===== src/rtl/nec_bus_pkg.sv =====
// Shared bus-cycle types for the NEC-style bus target and bus controller.
package nec_bus_pkg;

    typedef enum logic [1:0] {
        ST_IDLE  = 2'd0,
        ST_ADDR  = 2'd1,
        ST_REQ   = 2'd2,
        ST_READY = 2'd3
    } bus_state_e;

    // Everything about a bus cycle that has to outlive T1.
    typedef struct packed {
        logic [22:0] waddr;
        logic        r_w;
        logic [1:0]  be;
    } bus_cyc_t;

    localparam logic [3:0] WCNT_MAX = 4'hF;

    // Byte lanes: bit1 = upper byte (n_ube), bit0 = lower byte (even address).
    function automatic logic [1:0] byte_enables(input logic n_ube_i, input logic a0_i);
        return {~n_ube_i, ~a0_i};
    endfunction

endpackage


===== src/rtl/bus_target_unit.sv =====
// Bus target: decodes a 24-bit bus window, forwards the cycle to a simple
// request/ack backend and answers the initiator with n_ready.
//
// state    | meaning
// ST_IDLE  | no cycle owned, decode on each T1 ce_2
// ST_ADDR  | cycle accepted, waiting for ce_1 to issue the backend request
// ST_REQ   | mem_req held high, waiting for mem_ack
// ST_READY | backend done; n_ready drops once wait states are met, ends on ce_2
module bus_target_unit
    import nec_bus_pkg::*;
#(
    parameter logic [23:0] BASE        = 24'h000000,
    parameter logic [23:0] MASK        = 24'hF00000,
    parameter logic        MEM_SPACE   = 1'b1,
    parameter logic [3:0]  WAIT_STATES = 4'd0
) (
    input  logic        clk,
    input  logic        reset,
    input  logic        ce_1,
    input  logic        ce_2,
    input  logic        n_bcyst,
    input  logic        r_w,
    input  logic        m_io,
    input  logic        n_ube,
    input  logic [23:0] addr,
    input  logic [15:0] cpu_dout,
    output logic        n_ready,
    output logic        bs16,
    output logic        sel,
    output logic [15:0] rdata,
    output logic        mem_req,
    output logic        mem_we,
    output logic [1:0]  mem_be,
    output logic [22:0] mem_addr,
    output logic [15:0] mem_wdata,
    input  logic        mem_ack,
    input  logic [15:0] mem_rdata,
    output logic        protocol_fault
);

    bus_state_e  state_q, state_d;
    bus_cyc_t    cyc_q, cyc_d;
    logic [3:0]  wcnt_q, wcnt_d;
    logic        sel_q, sel_d;
    logic        n_ready_q, n_ready_d;
    logic [15:0] rdata_q, rdata_d;
    logic        mem_req_q, mem_req_d;
    logic        mem_we_q, mem_we_d;
    logic [1:0]  mem_be_q, mem_be_d;
    logic [22:0] mem_addr_q, mem_addr_d;
    logic [15:0] mem_wdata_q, mem_wdata_d;
    logic        fault_q, fault_d;

    logic hit;
    logic t1_start;
    logic finishing;
    logic launch;

    // Window decode, evaluated every clk; only used when a T1 ce_2 is seen.
    always_comb begin
        hit = ((addr & MASK) == BASE) && (m_io == MEM_SPACE);
    end

    // Next-state and output logic for the cycle FSM.
    always_comb begin
        state_d     = state_q;
        cyc_d       = cyc_q;
        wcnt_d      = wcnt_q;
        sel_d       = sel_q;
        n_ready_d   = n_ready_q;
        rdata_d     = rdata_q;
        mem_req_d   = mem_req_q;
        mem_we_d    = mem_we_q;
        mem_be_d    = mem_be_q;
        mem_addr_d  = mem_addr_q;
        mem_wdata_d = mem_wdata_q;
        fault_d     = fault_q;

        t1_start  = ce_2 && !n_bcyst;
        // A completing ce_2 doubles as a legal T1 for the next cycle.
        finishing = (state_q == ST_READY) && ce_2 && !n_ready_q;
        launch    = t1_start && hit && ((state_q == ST_IDLE) || finishing);

        if (ce_2 && (state_q != ST_IDLE) && (wcnt_q != WCNT_MAX)) begin
            wcnt_d = wcnt_q + 4'd1;
        end

        if (t1_start && (state_q != ST_IDLE) && !finishing) begin
            fault_d = 1'b1;
        end

        case (state_q)
            ST_IDLE: begin
                sel_d = 1'b0;
            end
            ST_ADDR: begin
                if (ce_1) begin
                    if (cyc_q.be == 2'b00) begin
                        rdata_d = 16'h0000;
                        state_d = ST_READY;
                    end else begin
                        if (!cyc_q.r_w) begin
                            mem_wdata_d = cpu_dout;
                        end
                        mem_req_d  = 1'b1;
                        mem_we_d   = ~cyc_q.r_w;
                        mem_be_d   = cyc_q.be;
                        mem_addr_d = cyc_q.waddr;
                        state_d    = ST_REQ;
                    end
                end
            end
            ST_REQ: begin
                if (mem_ack) begin
                    mem_req_d = 1'b0;
                    if (cyc_q.r_w) begin
                        rdata_d = mem_rdata;
                    end
                    state_d = ST_READY;
                end
            end
            ST_READY: begin
                // Counter never decreases, so once met n_ready stays low.
                if (wcnt_q >= WAIT_STATES) begin
                    n_ready_d = 1'b0;
                end
                if (finishing) begin
                    sel_d     = 1'b0;
                    n_ready_d = 1'b1;
                    state_d   = ST_IDLE;
                end
            end
            default: begin
                state_d = ST_IDLE;
            end
        endcase

        if (launch) begin
            cyc_d     = '{waddr: addr[23:1], r_w: r_w, be: byte_enables(n_ube, addr[0])};
            wcnt_d    = 4'd0;
            sel_d     = 1'b1;
            n_ready_d = 1'b1;
            state_d   = ST_ADDR;
        end
    end

    // Register every flop; synchronous reset puts the target back to idle.
    always_ff @(posedge clk) begin
        if (reset) begin
            state_q     <= ST_IDLE;
            cyc_q       <= '0;
            wcnt_q      <= 4'd0;
            sel_q       <= 1'b0;
            n_ready_q   <= 1'b1;
            rdata_q     <= 16'h0000;
            mem_req_q   <= 1'b0;
            mem_we_q    <= 1'b0;
            mem_be_q    <= 2'b00;
            mem_addr_q  <= 23'h0;
            mem_wdata_q <= 16'h0000;
            fault_q     <= 1'b0;
        end else begin
            state_q     <= state_d;
            cyc_q       <= cyc_d;
            wcnt_q      <= wcnt_d;
            sel_q       <= sel_d;
            n_ready_q   <= n_ready_d;
            rdata_q     <= rdata_d;
            mem_req_q   <= mem_req_d;
            mem_we_q    <= mem_we_d;
            mem_be_q    <= mem_be_d;
            mem_addr_q  <= mem_addr_d;
            mem_wdata_q <= mem_wdata_d;
            fault_q     <= fault_d;
        end
    end

    assign sel            = sel_q;
    assign bs16           = sel_q;
    assign n_ready        = n_ready_q;
    assign rdata          = rdata_q;
    assign mem_req        = mem_req_q;
    assign mem_we         = mem_we_q;
    assign mem_be         = mem_be_q;
    assign mem_addr       = mem_addr_q;
    assign mem_wdata      = mem_wdata_q;
    assign protocol_fault = fault_q;

endmodule


===== config.mk =====
export PLATFORM = sky130hd
export DESIGN_NAME = bus_target_unit
export DESIGN_NICKNAME = d
export VERILOG_FILES = /design/src/rtl/nec_bus_pkg.sv /design/src/rtl/bus_target_unit.sv
export SDC_FILE = /design/constraint.sdc
export NUM_CORES = 1
export LEC_CHECK = 0
export BUFFER_PORTS_ARGS = -buffer_cell sky130_fd_sc_hd__buf_2
export CORE_MARGIN = 5
export CORE_UTILIZATION = 51
export CTS_BUF_LIST = sky130_fd_sc_hd__clkbuf_8
export CTS_CLUSTER_SIZE = 12
export DETAILED_ROUTE_END_ITERATION = 10
export PLACE_DENSITY = 0.8
export SYNTH_ARGS = -nofsm -noshare
export SYNTH_HDL_FRONTEND = slang
export SYNTH_SLANG_ARGS = --single-unit

===== constraint.sdc =====
create_clock -name clk -period 2.4 [get_ports clk]
set_input_delay 0 -clock clk [delete_from_list [all_inputs] [get_ports clk]]
set_output_delay 0 -clock clk [all_outputs]
set_load 0.05 [all_outputs]

==> impl_results.rst, run 1 <==
.. list-table::
   :header-rows: 1

   * - Metric
     - Value
   * - Net total in the final layout
     - 628
   * - Compound-gate portion of the synthesized area
     - 0.1032
   * - Critical-path top delay cell
     - sky130_fd_sc_hd__dfxtp_1
   * - HPWL after DPL
     - 5.691 mm
   * - DRC
     - 0
   * - Cell depth of the worst setup path
     - 7
   * - Fraction of layout cells with a size suffix above 1
     - 0.2695
   * - Port Buffer Count
     - 127
   * - Netlist cell types
     - 36
   * - Clock Sinks
     - 90
   * - Quantity of gates resized following cts
     - 0
   * - Grt peak-use layer
     - met2
   * - Final hold slack
     - 0.009205 ns
   * - Congestion Overflow GR
     - 0
   * - Max-capacitance violation count
     - 0
   * - Gpl congestion
     - 0.7751
   * - Core region area
     - 6681 um2
   * - Largest family of logic cells by synthesized area
     - simple AND/OR/NAND/NOR gates
   * - GRT Util Overall
     - 0.2159
   * - Setup repair after global routing missed its margin
     - false
   * - Startpoint type of the worst setup path
     - register
   * - Worst relative slew slack
     - 0.5698
   * - Crit. End Element
     - register
   * - Commonest cells after routing, fill and taps aside
     - sky130_fd_sc_hd__buf_2 (127), sky130_fd_sc_hd__dfxtp_1 (90), sky130_fd_sc_hd__nand2_1 (84)
   * - Initial cell density of the core
     - 0.5155
   * - Cell breakdown of the critical path
     - inv_1 -> ha_1 -> a21boi_0 -> a211oi_4 -> buf_4 -> mux2i_1 -> nor2_1
   * - Detailed-route vias per instance
     - 4.958
   * - Die X-Extent
     - 92.18 um
   * - Worst clock skew
     - 0.008374 ns
   * - TritonCTS buffer count
     - 9
   * - Antenna violations before repair
     - 0
   * - # diodes
     - 0
   * - Row count
     - 30
   * - Pre-CTS WS
     - 0.3374 ns
   * - Post-synthesis async set-or-reset flop share
     - 0
   * - Residual antenna-violating net count after detailed routing
     - 0
   * - Final count of pins violating max slew
     - 0
   * - Adder and majority cell fraction of the synthesized area
     - 0.01453
   * - Worst hold path stage count
     - 4
   * - Total negative slack
     - 0 ns
   * - Switching fraction of total power
     - 0.2998
   * - Final standard cell area without fillers
     - 4862 um2
   * - Clock tree root buffer cell
     - sky130_fd_sc_hd__clkbuf_8
   * - Clk Latency, worst-skew pair
     - 0.35 ns
   * - Worst min-delay path category
     - input pin to register
   * - Switching power
     - 1.089 mW
   * - Critical path class
     - register to register
   * - Count of TritonRoute iterations in the first routing pass
     - 4
   * - Yosys warning count
     - 0
   * - Final Worst Setup Slack
     - 0.2715 ns
   * - Number of buffers and inverters on the critical path
     - 2
   * - Largest fanout of any net on the critical path
     - 20
   * - Reg-to-reg setup timing slack
     - 0.27 ns
   * - Iter 0 DRT Violations
     - 103
   * - Basic-gate share of the synthesized area counting and, or, nand and nor cells
     - 0.2020
   * - Synthesized cell area
     - 3445 um2
   * - Number of H-tree branching levels
     - 3
   * - Vertical die dimension
     - 92.18 um
   * - Commonest non-fill, non-tap cell in the layout
     - sky130_fd_sc_hd__buf_2
   * - Least-Margin Pin Slew
     - 0.6452 ns
   * - Logic pwr share
     - 0.256
   * - Portion of netlist area occupied by mux cells
     - 0.1104
   * - Data arrival time of the worst path
     - 2.36 ns
   * - Internal power contribution
     - 2.543 mW
   * - Overall via count from detail_route
     - 3,193
   * - Final hold violation count
     - 0
   * - Number of buffers on the longest clock path
     - 2
   * - Placed cell areas
     - 4114 um2
   * - Via count of the first global-routing pass
     - 3,130
   * - Power density relative to cell area
     - 747.0 nW/um2
   * - Req. time, crit path
     - 2.63 ns
   * - Min Clock Period, post-route
     - 2.128 ns
   * - Crit path largest cell delay
     - 0.42 ns
   * - Post-CTS Repair Setup Buffers
     - 0
   * - Average wire per cell in the routed design
     - 14.18 um
   * - Clock input transition at the sequential cells of the worst setup and hold paths
     - 0.09 ns
   * - Part of the power in the clock network
     - 0.305
   * - Met3 track demand over resource
     - 0.04348
   * - Number of hold buffers added after cts
     - 52
   * - Flip-flop and latch count after synthesis
     - 90
   * - Mean instance size in the synthesized netlist
     - 8.878 um2
   * - Post-synthesis to final-layout area growth
     - 41.15%
   * - Sequential fraction of the synthesis area
     - 0.5231
   * - # setup viols final
     - 0
   * - XOR/XNOR share of the synthesized area
     - 0
   * - Number of cells produced by synthesis
     - 388
   * - Number of nets in the synthesized netlist
     - 457
   * - Sequential share of power
     - 0.439
   * - Num ports
     - 128
   * - Number of enable flip-flop cells after synthesis
     - 0
   * - Clock tree from TritonCTS
     - yes
   * - Routed Wire Length
     - 9.130 mm
   * - Final Total Pwr
     - 3.632 mW
   * - Category of cells accounting for the largest share of critical-path delay
     - compound AO/OA/AOI/OAI gates
   * - Share of the clock period used by the worst path
     - 0.8869
   * - Maximum number of pins on one net before global-route repair
     - 53
   * - Cell depth of the worst flop-to-flop path
     - 7
   * - Upper clock frequency limit
     - 0.4698 GHz
   * - Main synth FF type
     - sky130_fd_sc_hd__dfxtp_1
   * - Global routing usage on met2
     - 0.3899
   * - Status
     - complete, no violations
   * - Max IR drop VDD
     - 0.6541 mV
   * - GR Layer Usage met1
     - 0.2476
   * - Overall die area
     - 8497 um2
   * - Global-route wire length before repair
     - 14.76 mm
   * - Static leakage
     - 2.316 nW
[worst paths after layout]
kind	startpoint	to
max reg2reg	state_q[0]	rdata[7]
max	state_q[0]	rdata[7]
min	mem_rdata[6]	rdata[6]
min reg2reg	mem_addr[2]	mem_addr[2]
[metrics by stage]
step                        util  std cells
after floorplan                -        388
after global routing      0.7277        644
after global placement    0.6157        575
after detailed placement  0.6157        575
final                     0.7277        644
after CTS                 0.7262        643
[tightest hold or removal path: stages]
cell	delay, ns
sky130_fd_sc_hd__buf_2	0.08
sky130_fd_sc_hd__and2_1	0.11
sky130_fd_sc_hd__mux2i_1	0.06
sky130_fd_sc_hd__nor2_1	0.07
[flip-flops by register name, summed over array words and instances, names as in the netlist]
register,cells
mem_we,1
mem_be,2
mem_wdata,16
bs16,1
cyc_q,26
n_ready,1
state_q,2
rdata,16
mem_req,1
protocol_fault,1
mem_addr,23
[cells by family after synthesis]
| group | Yosys count |
|---|---|
| and+or+nand+nor | 161 |
| DFF | 90 |
| AOI/OAI and AO/OA | 60 |
| muxes | 38 |
| buffers and inverters | 35 |
| adders and majority gates | 4 |
[Yosys cell counts (2+ instances only)]
master                     count  area (um2)
sky130_fd_sc_hd__a21boi_0      2       15.01
sky130_fd_sc_hd__ha_1          4       50.05
sky130_fd_sc_hd__clkbuf_1     18       67.56
sky130_fd_sc_hd__and2_1       21       131.4
sky130_fd_sc_hd__nand2b_1      3       18.77
sky130_fd_sc_hd__nand3b_1      2       15.01
sky130_fd_sc_hd__inv_1         8       30.03
sky130_fd_sc_hd__mux2i_1      38       380.4
sky130_fd_sc_hd__dfxtp_1      90        1802
sky130_fd_sc_hd__buf_2         6       30.03
sky130_fd_sc_hd__o21ai_0       2       10.01
sky130_fd_sc_hd__or4_1         2       15.01
sky130_fd_sc_hd__a21oi_1      43       215.2
sky130_fd_sc_hd__nor3_1        2       10.01
sky130_fd_sc_hd__nor2_1       43       161.4
sky130_fd_sc_hd__nand2_1      84       315.3
[layout make-up]
class / count / area (um2)
fillers: 488 / 1819
flip-flops and latches: 90 / 1802
multi-input cells: 263 / 1481
repair buffers: 187 / 1231
clock buffers: 9 / 123.9
well taps: 80 / 100.1
clock inverters: 7 / 93.84
inverters: 8 / 30.03
[routing by layer]
metal  vias to the layer above  share of wire
li1                       1603              -
met1                      1462           0.42
met2                       111           0.50
met3                        17          0.059
met4                         0          0.017
met5                         -              0
[power by group through the flow]
stage / combinational, mW / sequential [mW] / clock (mW)
2_1_floorplan: 0.562 / 1.75 / 0
3_3_place_gp: 0.828 / 1.62 / 0
3_5_place_dp: 0.838 / 1.63 / 0
4_1_cts: 0.916 / 1.59 / 1.14
5_1_grt: 1.01 / 1.60 / 1.21
6_report: 0.930 / 1.59 / 1.11
(Power assumes the default switching activity.)
==> inputs of run 2 (changes only) <==
Settings changed: RECOVER_POWER set to 50.
==> run 2 against run 1 <==
Against the previous run: first-iteration DRC count is 9.7% lower; sequential power hardly changed; final cell count stayed put; maximum frequency is 0.42% higher; die area stayed put; clock power hardly changed; wire length is 0.82% higher; worst hold slack worse by 0.0014 ns; register-to-register slack hardly changed; non-clock buffer count stayed put; largest cell class unchanged.
==> impl_results.rst, run 2 (same netlist as run 1, synthesis figures left out) <==
.. list-table::
   :header-rows: 1

   * - Metric
     - Value
   * - Average wire per cell in the routed design
     - 14.29 um (+0.82%)
   * - Worst clock skew
     - 0.007304 ns (-0.001070 ns)
   * - Fill cells
     - 530 (+8.6%)
   * - Final Total Pwr
     - 3.624 mW (-0.23%)
   * - Clock Sinks
     - 90 (unchanged)
   * - Area taken by multi-input logic gates
     - 1481 um2 (unchanged)
   * - Data arrival time of the worst path
     - 2.35 ns (about the same)
   * - Area taken by flip-flops and latches
     - 1802 um2 (unchanged)
   * - Antenna violations before repair
     - 0 (unchanged)
   * - Clock tree from TritonCTS
     - yes
   * - Post-CTS Repair Setup Buffers
     - 0 (unchanged)
   * - Pre-CTS WS
     - 0.3374 ns (unchanged)
   * - Commonest cells after routing, fill and taps aside
     - sky130_fd_sc_hd__dfxtp_1 (90), sky130_fd_sc_hd__nand2_1 (84), sky130_fd_sc_hd__buf_2 (64)
   * - Overall die area
     - 8497 um2 (unchanged)
   * - Final hold violation count
     - 0 (unchanged)
   * - Core region area
     - 6681 um2 (unchanged)
   * - Global-route wire length before repair
     - 14.76 mm (unchanged)
   * - Power density relative to cell area
     - 758.0 nW/um2 (+1.5%)
   * - Hold path start
     - mem_rdata[2]
   * - Initial cell density of the core
     - 0.5155 (unchanged)
   * - Worst min-delay path category
     - input pin to register
   * - Max-capacitance violation count
     - 0 (unchanged)
   * - DRC
     - 0 (unchanged)
   * - Upper clock frequency limit
     - 0.4718 GHz (+0.42%)
   * - Number of buffers on the longest clock path
     - 2 (unchanged)
   * - Gpl congestion
     - 0.7751 (unchanged)
   * - Number of hold buffers added after cts
     - 52 (unchanged)
   * - Critical path class
     - register to register
   * - Total negative slack
     - 0 ns (unchanged)
   * - Congestion Overflow GR
     - 0 (unchanged)
   * - Cell depth of the worst flop-to-flop path
     - 7 (unchanged)
   * - Max reg flops
     - 26 (unchanged)
   * - Net total in the final layout
     - 628 (unchanged)
   * - Quantity of gates resized following cts
     - 0 (unchanged)
   * - Residual antenna-violating net count after detailed routing
     - 0 (unchanged)
   * - Die X-Extent
     - 92.18 um (unchanged)
   * - Final hold slack
     - 0.007830 ns (-0.001375 ns)
   * - Commonest non-fill, non-tap cell in the layout
     - sky130_fd_sc_hd__dfxtp_1
   * - Final cell count without fillers
     - 644 (unchanged)
   * - Register with the highest flop count
     - cyc_q
   * - Clk Latency, worst-skew pair
     - 0.35 ns (about the same)
   * - Least-Margin Pin Slew
     - 0.6426 ns (-0.002667 ns)
   * - GRT Util Overall
     - 0.2159 (unchanged)
   * - Clock input transition at the sequential cells of the worst setup and hold paths
     - 0.09 ns (about the same)
   * - Detailed-route vias per instance
     - 4.977 (+0.38%)
   * - HPWL after DPL
     - 5.691 mm (unchanged)
   * - Port Buffer Count
     - 127 (unchanged)
   * - Static leakage
     - 2.041 nW (-12%)
   * - Setup repair after global routing missed its margin
     - false
   * - Crit. End Element
     - register
   * - Min Clock Period, post-route
     - 2.120 ns (-0.008852 ns)
   * - Max IR drop VDD
     - 0.6484 mV (-0.87%)
   * - Final Worst Setup Slack
     - 0.2804 ns (+0.008852 ns)
   * - Share of the clock period used by the worst path
     - 0.8832 (-0.003688)
   * - Hold endpoint
     - rdata[2]
   * - Source of the worst register-to-register timing path
     - state_q[0]
   * - Number of H-tree branching levels
     - 3 (unchanged)
   * - Count of TritonRoute iterations in the first routing pass
     - 5 (+1)
   * - Via count of the first global-routing pass
     - 3,130 (unchanged)
   * - Crit Reg-Reg Endpoint
     - rdata[7]
   * - Final count of pins violating max slew
     - 0 (unchanged)
   * - Iter 0 DRT Violations
     - 93 (-9.7%)
   * - Overall via count from detail_route
     - 3,205 (+0.38%)
   * - Status
     - complete, no violations
   * - Row count
     - 30 (unchanged)
   * - Req. time, crit path
     - 2.63 ns (about the same)
   * - Reg-to-reg setup timing slack
     - 0.28 ns (about the same)
   * - # diodes
     - 0 (unchanged)
   * - Post-synthesis to final-layout area growth
     - 38.79%
   * - Clock tree root buffer cell
     - sky130_fd_sc_hd__clkbuf_8
   * - Routed Wire Length
     - 9.205 mm (+0.82%)
   * - Cell count after placement
     - 575 (unchanged)
   * - TritonCTS buffer count
     - 9 (unchanged)
   * - Worst relative slew slack
     - 0.5716 (+0.001778)
   * - Startpoint type of the worst setup path
     - register
   * - Vertical die dimension
     - 92.18 um (unchanged)
   * - # setup viols final
     - 0 (unchanged)
   * - Largest fanout of any net on the critical path
     - 20 (unchanged)
   * - Fraction of layout cells with a size suffix above 1
     - 0.1578 (-0.1117)
   * - Num ports
     - 128 (unchanged)
   * - Maximum number of pins on one net before global-route repair
     - 53 (unchanged)
   * - Worst hold path stage count
     - 4 (unchanged)
[run 2: through the flow]
| stage | instance area [um2] | utilization |
|---|---|---|
| global placement | 4114 | 0.6157 |
| CTS | 4852 | 0.7262 |
| global route | 4781 | 0.7155 |
| floorplan | 3445 | - |
| detailed placement | 4114 | 0.6157 |
| finish | 4781 | 0.7155 |
[run 2: power breakdown]
group | total [mW] | internal (mW) | switching (mW)
sequential | 1.59 | 1.55 | 0.0458
clock | 1.11 | 0.584 | 0.526
combinational | 0.919 | 0.400 | 0.519
[run 2: cell type report]
cell class                      instances  share of cell area
Clock inverter                          7             0.01963
Clock buffer                            9             0.02591
Timing Repair Buffer                  187              0.2405
Multi-Input combinational cell        263              0.3099
Inverter                                8            0.006281
Tap cell                               80             0.02094
Sequential cell                        90              0.3769
[run 2: worst max-delay path, stage by stage (launching register included)]
cell                       delay (ns)
sky130_fd_sc_hd__dfxtp_1         0.42
sky130_fd_sc_hd__inv_1           0.08
sky130_fd_sc_hd__ha_1            0.40
sky130_fd_sc_hd__a21boi_0        0.24
sky130_fd_sc_hd__a211oi_4        0.23
sky130_fd_sc_hd__buf_4           0.31
sky130_fd_sc_hd__mux2i_1         0.26
sky130_fd_sc_hd__nor2_1          0.06
[run 2: routing by layer]
| metal | vias up | share of wire | wire length [um] | global-route usage |
|---|---|---|---|---|
| li1 | 1603 | - | - | - |
| met1 | 1475 | 0.43 | 3932 | 0.2476 |
| met2 | 108 | 0.50 | 4560 | 0.3899 |
| met3 | 19 | 0.058 | 530 | 0.04348 |
| met4 | 0 | 0.020 | 181 | 0.08787 |
| met5 | - | 0 | 0 | 0 |
[run 2: how the worst max path moves through the flow]
stage | startpoint | end | slack [ns]
2_1_floorplan | state_q[1] | mem_wdata[10] | 0.55
3_3_place_gp | state_q[0] | rdata[2] | 0.41
3_5_place_dp | state_q[0] | rdata[7] | 0.34
4_1_cts | state_q[0] | rdata[7] | 0.30
5_1_grt | state_q[0] | rdata[9] | 0.14
6_report | state_q[0] | rdata[7] | 0.28
==> inputs of run 3 (changes only) <==
Settings changed: CORE_ASPECT_RATIO set to 1.75.
==> run 3 against run 2 <==
Against the previous run: register-to-register slack improved by 0.17 ns; largest power group unchanged; via count increased by 1.2%; non-clock buffer count up 3; combinational power rose by 3.9%; critical endpoint is now rdata[13]; design area down 0.24%; largest cell class unchanged; first-iteration DRC count increased by 88%; count of clock-buffer cells in the layout up 2; clock power is 19% lower; highest routed layer unchanged; worst setup slack improved by 0.17 ns; sequential share of layout area up 0.089 points; maximum frequency up 8.8%; sequential cell count unchanged.
==> impl_results.rst, run 3 (same netlist as run 1, synthesis figures left out) <==
.. list-table::
   :header-rows: 1

   * - Metric
     - Value
   * - Timing startpoint of the critical path
     - state_q[0]
   * - Die X-Extent
     - 72.13 um (-22%)
   * - Source of the worst register-to-register timing path
     - state_q[0]
   * - TritonCTS buffer count
     - 9 (unchanged)
   * - Vertical die dimension
     - 118.7 um (+29%)
   * - Reg-to-reg setup timing slack
     - 0.45 ns (+0.17 ns)
   * - Area taken by multi-input logic gates
     - 1481 um2 (unchanged)
   * - Detailed-route vias per instance
     - 4.998 (+0.44%)
   * - Gpl congestion
     - 0.8457 (+9.1%)
   * - Power density relative to cell area
     - 724.1 nW/um2 (-4.5%)
   * - Startpoint type of the worst setup path
     - register
   * - Via count of the first global-routing pass
     - 3,280 (+4.8%)
   * - Overall die area
     - 8562 um2 (+0.77%)
   * - Final Total Pwr
     - 3.454 mW (-4.7%)
   * - Register with the highest flop count
     - cyc_q
   * - Least-Margin Pin Slew
     - 0.6850 ns (+0.04240 ns)
   * - Fraction of layout cells with a size suffix above 1
     - 0.1519 (-0.005858)
   * - Max reg flops
     - 26 (unchanged)
   * - Final cell count without fillers
     - 649 (+0.78%)
   * - Core region area
     - 6539 um2 (-2.1%)
   * - Hold endpoint
     - rdata[5]
   * - Count of TritonRoute iterations in the first routing pass
     - 4 (-1)
   * - Largest fanout of any net on the critical path
     - 16 (-20%)
   * - Min Clock Period, post-route
     - 1.948 ns (-0.1719 ns)
   * - Clk Latency, worst-skew pair
     - 0.35 ns (about the same)
   * - Num ports
     - 128 (unchanged)
   * - Iter 0 DRT Violations
     - 175 (+88%)
   * - GRT Util Overall
     - 0.2176 (+0.001611)
   * - Average wire per cell in the routed design
     - 14.09 um (-1.4%)
   * - Worst relative slew slack
     - 0.5434 (-0.02827)
   * - Post-route core utilization
     - 0.7294 (+0.01389)
   * - Overall via count from detail_route
     - 3,244 (+1.2%)
   * - Crit. End Element
     - register
   * - Port Buffer Count
     - 127 (unchanged)
   * - Clock tree from TritonCTS
     - yes
   * - Fill cells
     - 513 (-3.2%)
   * - Final Worst Setup Slack
     - 0.4523 ns (+0.1719 ns)
   * - Clock Sinks
     - 90 (unchanged)
   * - Setup repair after global routing missed its margin
     - false
   * - Net total in the final layout
     - 631 (+0.48%)
   * - Critical path class
     - register to register
   * - Worst min-delay path category
     - input pin to register
   * - # setup viols final
     - 0 (unchanged)
   * - Worst hold path stage count
     - 4 (unchanged)
   * - Commonest non-fill, non-tap cell in the layout
     - sky130_fd_sc_hd__dfxtp_1
   * - Total negative slack
     - 0 ns (unchanged)
   * - Residual antenna-violating net count after detailed routing
     - 0 (unchanged)
   * - Final count of pins violating max slew
     - 0 (unchanged)
   * - Static leakage
     - 2.037 nW (-0.17%)
   * - Cell depth of the worst flop-to-flop path
     - 7 (unchanged)
   * - Routed Wire Length
     - 9.144 mm (-0.66%)
   * - Pre-CTS WS
     - 0.5544 ns (+0.2170 ns)
   * - Data arrival time of the worst path
     - 2.19 ns (-0.16 ns)
   * - Congestion Overflow GR
     - 0 (unchanged)
   * - HPWL after DPL
     - 5.790 mm (+1.7%)
   * - Commonest cells after routing, fill and taps aside
     - sky130_fd_sc_hd__dfxtp_1 (90), sky130_fd_sc_hd__nand2_1 (84), sky130_fd_sc_hd__buf_2 (64)
   * - Row count
     - 39 (+30%)
   * - Number of H-tree branching levels
     - 3 (unchanged)
   * - Worst clock skew
     - 0.007638 ns (+0.0003335 ns)
   * - Hold path start
     - mem_rdata[5]
   * - Crit Reg-Reg Endpoint
     - rdata[13]
   * - Max IR drop VDD
     - 0.6225 mV (-4.0%)
   * - Status
     - complete, no violations
   * - Clock input transition at the sequential cells of the worst setup and hold paths
     - 0.08 ns (about the same)
   * - Upper clock frequency limit
     - 0.5134 GHz (+8.8%)
   * - Share of the clock period used by the worst path
     - 0.8115 (-0.07164)
   * - Final hold violation count
     - 0 (unchanged)
   * - Global-route wire length before repair
     - 14.88 mm (+0.84%)
   * - Req. time, crit path
     - 2.65 ns (+0.02 ns)
   * - DRC
     - 0 (unchanged)
   * - Max-capacitance violation count
     - 0 (unchanged)
   * - Clock tree root buffer cell
     - sky130_fd_sc_hd__clkbuf_8
   * - Maximum number of pins on one net before global-route repair
     - 59 (+11%)
   * - Cell count after placement
     - 577 (+0.35%)
   * - Number of buffers on the longest clock path
     - 2 (unchanged)
   * - Post-synthesis to final-layout area growth
     - 38.47%
   * - Antenna violations before repair
     - 0 (unchanged)
   * - Initial cell density of the core
     - 0.5268 (+0.01125)
   * - Area taken by flip-flops and latches
     - 1802 um2 (unchanged)
run 3: cell types whose count changed in the layout (fill, tap and decap cells not counted):
cell and change:
sky130_fd_sc_hd__and2_0 +3, sky130_fd_sc_hd__clkinv_2 -1, sky130_fd_sc_hd__clkinvlp_4 -1, sky130_fd_sc_hd__inv_1 +2
sky130_fd_sc_hd__diode_2 +1, sky130_fd_sc_hd__bufinv_16 -2, sky130_fd_sc_hd__dlygate4sd3_1 +3, sky130_fd_sc_hd__clkinv_4 -1
sky130_fd_sc_hd__and2_1 -3, sky130_fd_sc_hd__clkbuf_8 +2
run 3: through the flow:
stage | hold WS [ns] | area, um2
5_1_grt | 0.05309 | 4767
6_report | 0.02532 | 4770
2_1_floorplan | 0.1360 | 3445
3_3_place_gp | 0.2297 | 4116
3_5_place_dp | 0.2406 | 4116
4_1_cts | 0.007672 | 4848
run 3: metal layers:
layer	GRT usage	up-vias	wire length, um
met5	0	-	0
met2	0.3887	103	4838
li1	-	1617	-
met3	0.06117	11	673
met4	0.08588	0	132
met1	0.2343	1513	3500
run 3: how the worst max path moves through the flow:
stage / endpoint / slack, ns / depth (start not counted)
6_report: rdata[13] / 0.45 / 7
3_5_place_dp: rdata[5] / 0.55 / 7
2_1_floorplan: mem_wdata[10] / 0.55 / 10
5_1_grt: rdata[14] / 0.30 / 7
4_1_cts: rdata[5] / 0.51 / 7
3_3_place_gp: rdata[0] / 0.62 / 7
run 3: final cells by class:
type | count | share of cell area
diodes | 1 | 0.0005247
clock buffers | 11 | 0.03174
clock inverters | 4 | 0.004197
inverters | 8 | 0.006296
multi-input cells | 263 | 0.3106
flip-flops and latches | 90 | 0.3778
well taps | 82 | 0.02151
repair buffers | 190 | 0.2474
run 3: timing repair:
action / 4_1_cts / 5_1_grt
resized for setup: 0 / 0
setup buffers: 0 / 0
hold buffers: 56 / 0
endpoints found under the hold margin: 55 / 0
run 3: worst max-delay path, cell delays in order (launching register included):
cell,delay [ns]
sky130_fd_sc_hd__dfxtp_1,0.41
sky130_fd_sc_hd__inv_1,0.09
sky130_fd_sc_hd__ha_1,0.26
sky130_fd_sc_hd__a21boi_0,0.18
sky130_fd_sc_hd__a211oi_4,0.22
sky130_fd_sc_hd__buf_4,0.32
sky130_fd_sc_hd__mux2i_1,0.30
sky130_fd_sc_hd__nor2_1,0.06
run 3: where the power goes:
group | switching (mW) | internal [mW]
registers | 0.0480 | 1.55
clock network | 0.484 | 0.418
logic | 0.541 | 0.414
total | 1.07 | 2.38
